### config.mk
export PLATFORM = sky130hd
export DESIGN_NAME = lbist_sequencer
export DESIGN_NICKNAME = d
export VERILOG_FILES = /design/src/rtl/lbist_sequencer.sv
export SDC_FILE = /design/constraint.sdc
export NUM_CORES = 1
export LEC_CHECK = 0
export BUFFER_PORTS_ARGS = -buffer_cell sky130_fd_sc_hd__buf_4
export CAP_MARGIN = 20
export CORE_ASPECT_RATIO = 1.4
export CORE_MARGIN = 1
export CORE_UTILIZATION = 49
export DETAILED_ROUTE_END_ITERATION = 7
export GPL_TIMING_DRIVEN = 0
export PLACE_DENSITY = 0.82
export SYNTH_ARGS = -nofsm -noshare
export SYNTH_HDL_FRONTEND = slang
export SYNTH_SLANG_ARGS = --single-unit
### constraint.sdc
create_clock -name clk -period 1.8 [get_ports clk]
set_input_delay 0.09 -clock clk [delete_from_list [all_inputs] [get_ports clk]]
set_output_delay 0.09 -clock clk [all_outputs]
set_load 0.1 [all_outputs]
### src/rtl/lbist_sequencer.sv
// LBIST control FSM: sequences TPG, MISR and the PI mux select, then compares the final signature.
// Optional abort support is compiled in with `define LBIST_ABORT_EN.
module lbist_sequencer #(
  parameter int unsigned          N_PATTERNS    = 1024,
  parameter int unsigned          SETTLE_CYCLES = 2,
  parameter int unsigned          SIG_WIDTH     = 32,
  parameter logic [SIG_WIDTH-1:0] GOLDEN_SIG    = '0
) (
  input  logic                 clk,
  input  logic                 rst_n,
  input  logic                 normal_test,
  input  logic [SIG_WIDTH-1:0] misr_sig,
  output logic                 tpg_clr,
  output logic                 tpg_en,
  output logic                 misr_clr,
  output logic                 misr_en,
  output logic                 test_mode,
  output logic                 testing,
  output logic                 test_over,
  output logic                 go_nogo
`ifdef LBIST_ABORT_EN
  ,
  input  logic                 abort,
  output logic                 aborted
`endif
);

  localparam int unsigned PCW = $clog2(N_PATTERNS + 1);
  localparam int unsigned SCW = (SETTLE_CYCLES > 1) ? $clog2(SETTLE_CYCLES + 1) : 1;
  localparam logic [PCW-1:0] PAT_LAST = PCW'(N_PATTERNS - 1);
  localparam logic [SCW-1:0] SET_LAST = SCW'((SETTLE_CYCLES == 0) ? 0 : SETTLE_CYCLES - 1);

  typedef enum logic [2:0] {
    IDLE    = 3'd0,
    INIT    = 3'd1,
    SETTLE  = 3'd2,
    RUN     = 3'd3,
    COMPARE = 3'd4,
    DONE    = 3'd5
  } state_t;

  state_t         state_q, state_d;
  logic [SCW-1:0] set_cnt_q, set_cnt_d;
  logic [PCW-1:0] pat_cnt_q, pat_cnt_d;
  logic           normal_test_q;
  logic           armed_q;
  logic           start;
  logic           active;
  logic           abort_hit;
  logic           start_hit;

  // armed_q blocks the first cycle after reset so a level already high is not seen as an edge
  assign start  = normal_test & ~normal_test_q & armed_q;
  assign active = (state_q == INIT) || (state_q == SETTLE) ||
                  (state_q == RUN)  || (state_q == COMPARE);

`ifdef LBIST_ABORT_EN
  assign abort_hit = abort & active;
`else
  assign abort_hit = 1'b0;
`endif

  assign start_hit = start && ((state_q == IDLE) || (state_q == DONE));

  always_comb begin
    state_d   = state_q;
    set_cnt_d = set_cnt_q;
    pat_cnt_d = pat_cnt_q;
    case (state_q)
      IDLE, DONE: if (start) state_d = INIT;
      INIT: begin
        set_cnt_d = '0;
        pat_cnt_d = '0;
        state_d   = (SETTLE_CYCLES == 0) ? RUN : SETTLE;
      end
      SETTLE: begin
        if (set_cnt_q == SET_LAST) begin
          set_cnt_d = '0;
          state_d   = RUN;
        end else begin
          set_cnt_d = set_cnt_q + SCW'(1);
        end
      end
      RUN: begin
        if (pat_cnt_q == PAT_LAST) begin
          pat_cnt_d = '0;
          state_d   = COMPARE;
        end else begin
          pat_cnt_d = pat_cnt_q + PCW'(1);
        end
      end
      COMPARE: state_d = DONE;
      default: state_d = IDLE;
    endcase
    if (abort_hit) begin
      state_d   = DONE;
      set_cnt_d = '0;
      pat_cnt_d = '0;
    end
  end

  // Outputs are registered from the next state so they track the state register exactly
  always_ff @(posedge clk or negedge rst_n) begin
    if (!rst_n) begin
      state_q       <= IDLE;
      set_cnt_q     <= '0;
      pat_cnt_q     <= '0;
      normal_test_q <= 1'b0;
      armed_q       <= 1'b0;
      tpg_clr       <= 1'b0;
      tpg_en        <= 1'b0;
      misr_clr      <= 1'b0;
      misr_en       <= 1'b0;
      test_mode     <= 1'b0;
      testing       <= 1'b0;
      test_over     <= 1'b0;
      go_nogo       <= 1'b0;
`ifdef LBIST_ABORT_EN
      aborted       <= 1'b0;
`endif
    end else begin
      state_q       <= state_d;
      set_cnt_q     <= set_cnt_d;
      pat_cnt_q     <= pat_cnt_d;
      normal_test_q <= normal_test;
      armed_q       <= 1'b1;
      tpg_clr       <= (state_d == INIT);
      misr_clr      <= (state_d == INIT);
      tpg_en        <= (state_d == SETTLE) || (state_d == RUN);
      misr_en       <= (state_d == RUN);
      test_mode     <= (state_d == INIT) || (state_d == SETTLE) ||
                       (state_d == RUN)  || (state_d == COMPARE);
      testing       <= (state_d == INIT) || (state_d == SETTLE) ||
                       (state_d == RUN)  || (state_d == COMPARE);
      if (start_hit) begin
        test_over <= 1'b0;
        go_nogo   <= 1'b0;
`ifdef LBIST_ABORT_EN
        aborted   <= 1'b0;
`endif
      end
      if (abort_hit) begin
        test_over <= 1'b1;
        go_nogo   <= 1'b0;
`ifdef LBIST_ABORT_EN
        aborted   <= 1'b1;
`endif
      end else if (state_q == COMPARE) begin
        test_over <= 1'b1;
        go_nogo   <= (misr_sig == GOLDEN_SIG);
      end
    end
  end

endmodule

==> results of run 1 <==
Yosys cell counts (2+ instances only):
library cell,number
a21oi_1,6
a22o_1,2
inv_1,5
a41oi_1,2
o22ai_1,2
nor2_1,12
dfrtp_1,24
a31oi_1,3
nand3b_1,2
nand2_1,12
clkbuf_1,2
buf_2,3
nor2b_1,2
mux2_2,2
o211ai_1,2
nor4_1,8
o21ai_0,3
nand2b_1,4
buf_4,2
nor3_1,2
nand3_1,7
o21ai_1,6
nand4_1,4
registers in the layout (all words and copies together) (netlist names):
register and count:
test_over 1, armed_q 1, state_q 3, go_nogo 1, pat_cnt_q 11, testing 1, tpg_en 1, normal_test_q 1
set_cnt_q 2, misr_clr 1, misr_en 1
cell type report:
cell class	count	share of cell area
plain buffers	8	0.02876
clock buffers	3	0.01327
clock inverters	1	0.01770
inverters	5	0.01106
multi-input cells	98	0.3525
flip-flops and latches	24	0.3540
well taps	34	0.02507
repair buffers	44	0.1976
cells by family (layout without fill, tap and decap cells):
group | count (synthesis) | count (layout)
simple gates | 61 | 61
compound gates | 30 | 30
flops | 24 | 24
buf+inv | 13 | 61
mux | 4 | 4
fa+ha+maj | 1 | 1
other cells | 1 | 1
xor+xnor | 1 | 1
metrics by stage:
stage	cells	instance area, um^2
6_report	217	1697
5_1_grt	217	1697
4_1_cts	217	1697
3_5_place_dp	211	1624
3_3_place_gp	211	1624
2_1_floorplan	135	1266
power groups by stage:
stage | clock network (W) | logic (W) | registers (W)
floorplan | 0 | 0.000374 | 0.000952
global placement | 0 | 0.000718 | 0.000790
detailed placement | 0 | 0.000742 | 0.000800
CTS | 0.000399 | 0.000749 | 0.000791
global route | 0.000421 | 0.000814 | 0.000811
finish | 0.000387 | 0.000742 | 0.000792
path summary, 6_finish.rpt:
kind / endpoint / depth (start not counted) / slack, ns / start
max: pat_cnt_q[3]$_DFFE_PN0P_ / 6 / 0.13 / pat_cnt_q[0]$_DFFE_PN0P_
min: go_nogo$_DFFE_PN0P_ / 5 / 0.11 / misr_sig[14]
max reg2reg: pat_cnt_q[3]$_DFFE_PN0P_ / 6 / 0.13 / pat_cnt_q[0]$_DFFE_PN0P_
min reg2reg: set_cnt_q[1]$_DFFE_PN0P_ / 1 / 0.50 / set_cnt_q[1]$_DFFE_PN0P_
max in group asynchronous: misr_clr$_DFF_PN0_ / 2 / 1.38 / rst_n
min in group asynchronous: pat_cnt_q[2]$_DFFE_PN0P_ / 2 / 0.18 / rst_n
worst max-delay path, cell delays in order (launching register included):
cell and delay [ns]:
dfrtp_1 0.44, ha_1 0.24, and4_4 0.28, a41oi_2 0.15, buf_6 0.17, a41oi_1 0.21
a31oi_1 0.06
metal layers:
metal | wire (um) | track usage
met5 | 0 | 0
met4 | 52 | 0.09091
met3 | 85 | 0.02326
met2 | 1622 | 0.4130
met1 | 1084 | 0.2490
layout by cell type (no fill, tap or decap), drive strengths merged, types with 3 or more instances in the layout:
cell type  netlist  final
a21oi            6      6
a31oi            3      3
a41oi            3      3
buf              6     48
clkbuf           2      5
dfrtp           24     24
inv              5      5
mux2             3      3
nand2           12     12
nand2b           4      4
nand3            8      8
nand4            4      4
nor2            12     12
nor4             9      9
o21ai            9      9
timing repair:
| action | CTS | global route |
|---|---|---|
| buffers inserted | 0 | 0 |
| hold buffers | 2 | 0 |
| gates resized for setup | 0 | 0 |
| endpoints found under the hold margin | 25 | 0 |
==> impl_metrics.ini, run 1 <==
[status]
status = finished clean

[clock_tree]
cts_max_path_buffers = 2
cts.sink_count = 24
clkSlewWorstSetupHoldPaths_ns = 0.12
cts_tree = yes
cts.root.buffer_cell = clkbuf_4
htree_levels = 1
cts_inserted_buffers = 3
clock_latency_ns = 0.32

[grt]
grt-ovfl-total = 0
grt_pass1_vias = 1214
grt_antenna_before_repair = 0
track_usage = 0.2258
grt_pass1_wl_um = 4816
grt_max_degree = 25

[finish]
nFillCells = 196
drive_gt1_frac = 0.3224
final_nets = 220
multi_input_area_um2 = 598.1
regArea_um2 = 600.6
insertedDiodeCount = 0
syn_to_final_growth_pct = 33.99
fin_util = 0.7019

[pwr]
pwr-share-comb = 0.386
p_leak_nw = 0.7884
switching_share = 0.3885
cellInternalPower_w = 0.001175
ir_drop_mv = 0.8358
clkPwrFrac = 0.202
switching_power_w = 0.0007466
seqPwrFrac = 0.412
p_total_w = 0.001921
power_density_nw_per_um2 = 1132

[logic_synthesis]
synth_area_um2 = 1266
synth_xor_area_frac = 0.006917
synth_adder_area_share = 0.009881
postSynthAreaPerCell_um2 = 9.379
ys_warn_count = 0
synth_top_flop_cell = dfrtp_1
synth_compound_gate_area_share = 0.1551
ys_seq_elements = 24
synth_edf_count = 0
yosysUniqueCellTypes = 41
postSynthCellCount = 135
synth_top_area_share = 0.4743
yosys.area_share.simple = 0.2628
synth_top_family_by_area = simple AND/OR/NAND/NOR gates
synth_top_cell_by_area = dfrtp_1
async_flop_share = 1.000
syn-num-nets = 171
muxShareOfSynthArea = 0.03458
yosysSeqAreaShare = 0.4743
yosys-top-cells-area = dfrtp_1 47%, nor4_1 4.0%, nand2_1 3.6%, nor2_1 3.6%, nand3_1 2.8%

[setup_path]
worstSetupPathType = flip-flop to flip-flop
start_kind = flip-flop
path_max_fanout = 10
cp-end-kind = flip-flop
required_ns = 1.99
arrival_ns = 1.86

[die]
fp.coreArea_um2 = 2417
die_y_um = 62.15
rows = 21
die_x_um = 44.96
initial_utilization = 0.5238
ios = 43
dieArea_um2 = 2794

[route]
wl_um = 2844
first_pass_iters = 5
wl_per_cell_um = 13.11
num_vias = 1195
drc = 0
dr.first_iter.drc_count = 37
detail-route-antenna-nets = 0
routed_via_density = 5.507

[sta]
period_minus_slack_ns = 1.671
hold_slack_ns = 0.1080
rsz0062_at_grt = false
finalSetupViolCount = 0
fin_tns_setup_ns = 0
setup_ws_ns = 0.1290
fmax_mhz = 598.4
maxSlewViolCount = 0
skew_ns = 0.007801
finalHoldViolCount = 0
fin_crit_sh = 0.9283

[placed_design]
dp_slack_ns = 0.1389
globalplace.congestion = 0.8159
port-buffer-count = 42
dp_hpwl_um = 2244

[hold_path]
worst_hold_path_type = input pin to flip-flop

[run]
maxCapViolCount = 0
Note: power is estimated with default switching activity, not from simulation.
==> inputs of run 2 (changes only) <==
--- a/config.mk
+++ b/config.mk
@@ -5,14 +5,16 @@
 export SDC_FILE = /design/constraint.sdc
 export NUM_CORES = 1
 export LEC_CHECK = 0
+export ABC_AREA = 1
 export BUFFER_PORTS_ARGS = -buffer_cell sky130_fd_sc_hd__buf_4
 export CAP_MARGIN = 20
 export CORE_ASPECT_RATIO = 1.4
 export CORE_MARGIN = 1
-export CORE_UTILIZATION = 49
+export CORE_UTILIZATION = 50
 export DETAILED_ROUTE_END_ITERATION = 7
 export GPL_TIMING_DRIVEN = 0
-export PLACE_DENSITY = 0.82
+export MAX_ROUTING_LAYER = met4
+export PLACE_DENSITY = 0.83
 export SYNTH_ARGS = -nofsm -noshare
 export SYNTH_HDL_FRONTEND = slang
 export SYNTH_SLANG_ARGS = --single-unit
==> run 2 against run 1 <==
- combinational power is 89% lower
- sequential power is 32% lower
- non-clock buffer count fell by 5
- critical path depth is 2 higher
- sequential share of layout area is 1.3 points lower
- setup slack better by 0.064 ns
- final cell count rose by 12%
- via count rose by 2.9%
- global-route usage increased by 2.6 points
- cell area increased by 3.9%
- count of clock-buffer cells in the layout stayed put
- largest cell class is now multi-input combinational cells
- largest power group unchanged
==> impl_metrics.ini, run 2 <==
[sta]
finalHoldViolCount = 0
fmax_mhz = 622.3
period_minus_slack_ns = 1.607
fin_tns_setup_ns = 0
finalSetupViolCount = 0
maxSlewViolCount = 0
skew_ns = 0.003215
fin_crit_sh = 0.8928
rsz0062_at_grt = false

[clock_tree]
cts.root.buffer_cell = clkbuf_4
htree_levels = 1
cts_max_path_buffers = 2
cts.sink_count = 24
clkSlewWorstSetupHoldPaths_ns = 0.13
cts_inserted_buffers = 3
cts_tree = yes
clock_latency_ns = 0.31

[die]
die_y_um = 63.06
initial_utilization = 0.5448
ios = 43
dieArea_um2 = 2876
rows = 21
fp.coreArea_um2 = 2444
die_x_um = 45.61

[finish]
largest_reg_flops = 11
largest_register = pat_cnt_q
nFillCells = 187
final_nets = 245
largestRegisters = pat_cnt_q (11), state_q (3), set_cnt_q (2)
syn_to_final_growth_pct = 32.42
drive_gt1_frac = 0.3510
most-common-layout-cells = 44 x buf_4, 32 x nand2_1, 23 x dfrtp_1
insertedDiodeCount = 0
final_common_cell = buf_4

[grt]
track_usage = 0.2515
grt_pass1_wl_um = 5202
grt_antenna_before_repair = 0
grt_max_degree = 25
grt-ovfl-total = 0
grt_pass1_vias = 1301

[placed_design]
dp_hpwl_um = 2438
globalplace.congestion = 0.8029
port-buffer-count = 42

[status]
status = finished clean

[setup_path]
path_cells = ha_1 > nand2_1 > nor2_4 > nand3_4 > nand2_4 > nand3_2 > a21oi_2 > nand2_1
cp_top_family = simple AND/OR/NAND/NOR gates
required_ns = 2.01
worstSetupPathType = flip-flop to flip-flop
arrival_ns = 1.82
cp_common_cell = nand2_1
start_kind = flip-flop
cp-end-kind = flip-flop
slowest_stage = dfrtp_2
critPathBufInv = 0
path_max_fanout = 8
slowest_delay_ns = 0.46

[route]
detail-route-antenna-nets = 0
first_pass_iters = 4
routed_via_density = 5.083
dr.first_iter.drc_count = 12
wl_per_cell_um = 12.14
wl_um = 2937
drc = 0
num_vias = 1230

[pwr]
p_leak_nw = 0.8326
p_total_w = 0.001007
power_density_nw_per_um2 = 571.3
ir_drop_mv = 0.4754

[logic_synthesis]
synth.most_common_cell = nand2_1
yosysUniqueCellTypes = 30
synth_top_cell_by_area = dfrtp_1
async_flop_share = 1.000
ys_seq_elements = 24
synth_common_cells = 32 x nand2_1, 24 x dfrtp_1, 16 x inv_1, 16 x nor2_1, 7 x nand3_1
syn-num-nets = 196
synth_top_flop_cell = dfrtp_1
synth_area_um2 = 1331
yosys-top-cells-area = dfrtp_1 45%, nand2_1 9.0%, inv_1 4.5%, nor2_1 4.5%, nand3_2 3.0%
postSynthAreaPerCell_um2 = 8.320
synth_edf_count = 0
ys_warn_count = 0
synth_top_area_share = 0.4511
postSynthCellCount = 160
yosysSeqAreaShare = 0.4511

[hold_path]
worst_hold_path_type = input pin to flip-flop

[run]
maxCapViolCount = 0
[run 2: cells by family after synthesis]
family | share of synthesized area
AOI/OAI and AO/OA | 0.07989
xor gates and xnor gates | 0.03289
adders and majority gates | 0.009397
buffers and inverters | 0.08553
DFF | 0.4511
other | 0.002817
and+or+nand+nor | 0.3383
[run 2: tightest hold or removal path, delay by kind of cell]
family,cells,cell delay (ns)
compound gates,1,0.05
buf+inv,1,0.08
simple gates,2,0.10
[run 2: area by class of cell]
cell class              count  area (um^2)  share of cell area
flip-flops and latches     24        601.8              0.3414
plain buffers               3        26.28             0.01490
clock buffers               3        22.52             0.01278
multi-input cells         111        616.8              0.3499
repair buffers             44        335.3              0.1902
well taps                  34        42.54             0.02413
inverters                  22        87.58             0.04968
clock inverters             1        30.03             0.01703
[run 2: path summary, 6_finish.rpt]
check                                    startpoint                  endpoint  slack [ns]  depth (start not counted)
setup / recovery           pat_cnt_q[0]$_DFFE_PN0P_         testing$_DFF_PN0_        0.19                          8
hold / removal                          misr_sig[6]       go_nogo$_DFFE_PN0P_        0.03                          4
setup reg to reg           pat_cnt_q[0]$_DFFE_PN0P_         testing$_DFF_PN0_        0.19                          8
hold reg to reg            set_cnt_q[1]$_DFFE_PN0P_  set_cnt_q[1]$_DFFE_PN0P_        0.51                          2
max in group asynchronous                     rst_n  pat_cnt_q[0]$_DFFE_PN0P_        1.36                          2
min in group asynchronous                     rst_n  pat_cnt_q[4]$_DFFE_PN0P_        0.19                          2
[run 2: power breakdown]
group | switching, W | leakage, nW | internal, W
sequential | 0.000000638 | 0.277 | 0.000541
clock | 0.000160 | 0.0279 | 0.000225
combinational | 0.0000266 | 0.527 | 0.0000529
[run 2: metal layers]
metal	vias to the layer above	share of wire	GRT usage
met4	0	0.034	0.1136
met2	20	0.57	0.4411
li1	617	-	-
met1	584	0.37	0.2629
met3	9	0.018	0.03438
met5	-	0	-
[run 2: timing repair]
item	CTS	global route
buffers inserted	0	0
endpoints found under the hold margin	25	0
hold buffers	2	0
resized for setup	0	1
endpoints found under the setup margin	0	2
[run 2: through the flow]
stage / instances / cell area (um^2) / utilization / hold slack (ns) / worst slack, ns
after floorplan: 160 / 1331 / - / -0.2056 / 0.3860
after global placement: 236 / 1689 / 0.6912 / -0.001863 / 0.2266
after detailed placement: 236 / 1689 / 0.6912 / 0.002512 / 0.1651
after CTS: 242 / 1762 / 0.7209 / 0.01870 / 0.1355
after global routing: 242 / 1763 / 0.7215 / 0.03646 / 0.06735
final: 242 / 1763 / 0.7215 / 0.02515 / 0.1930
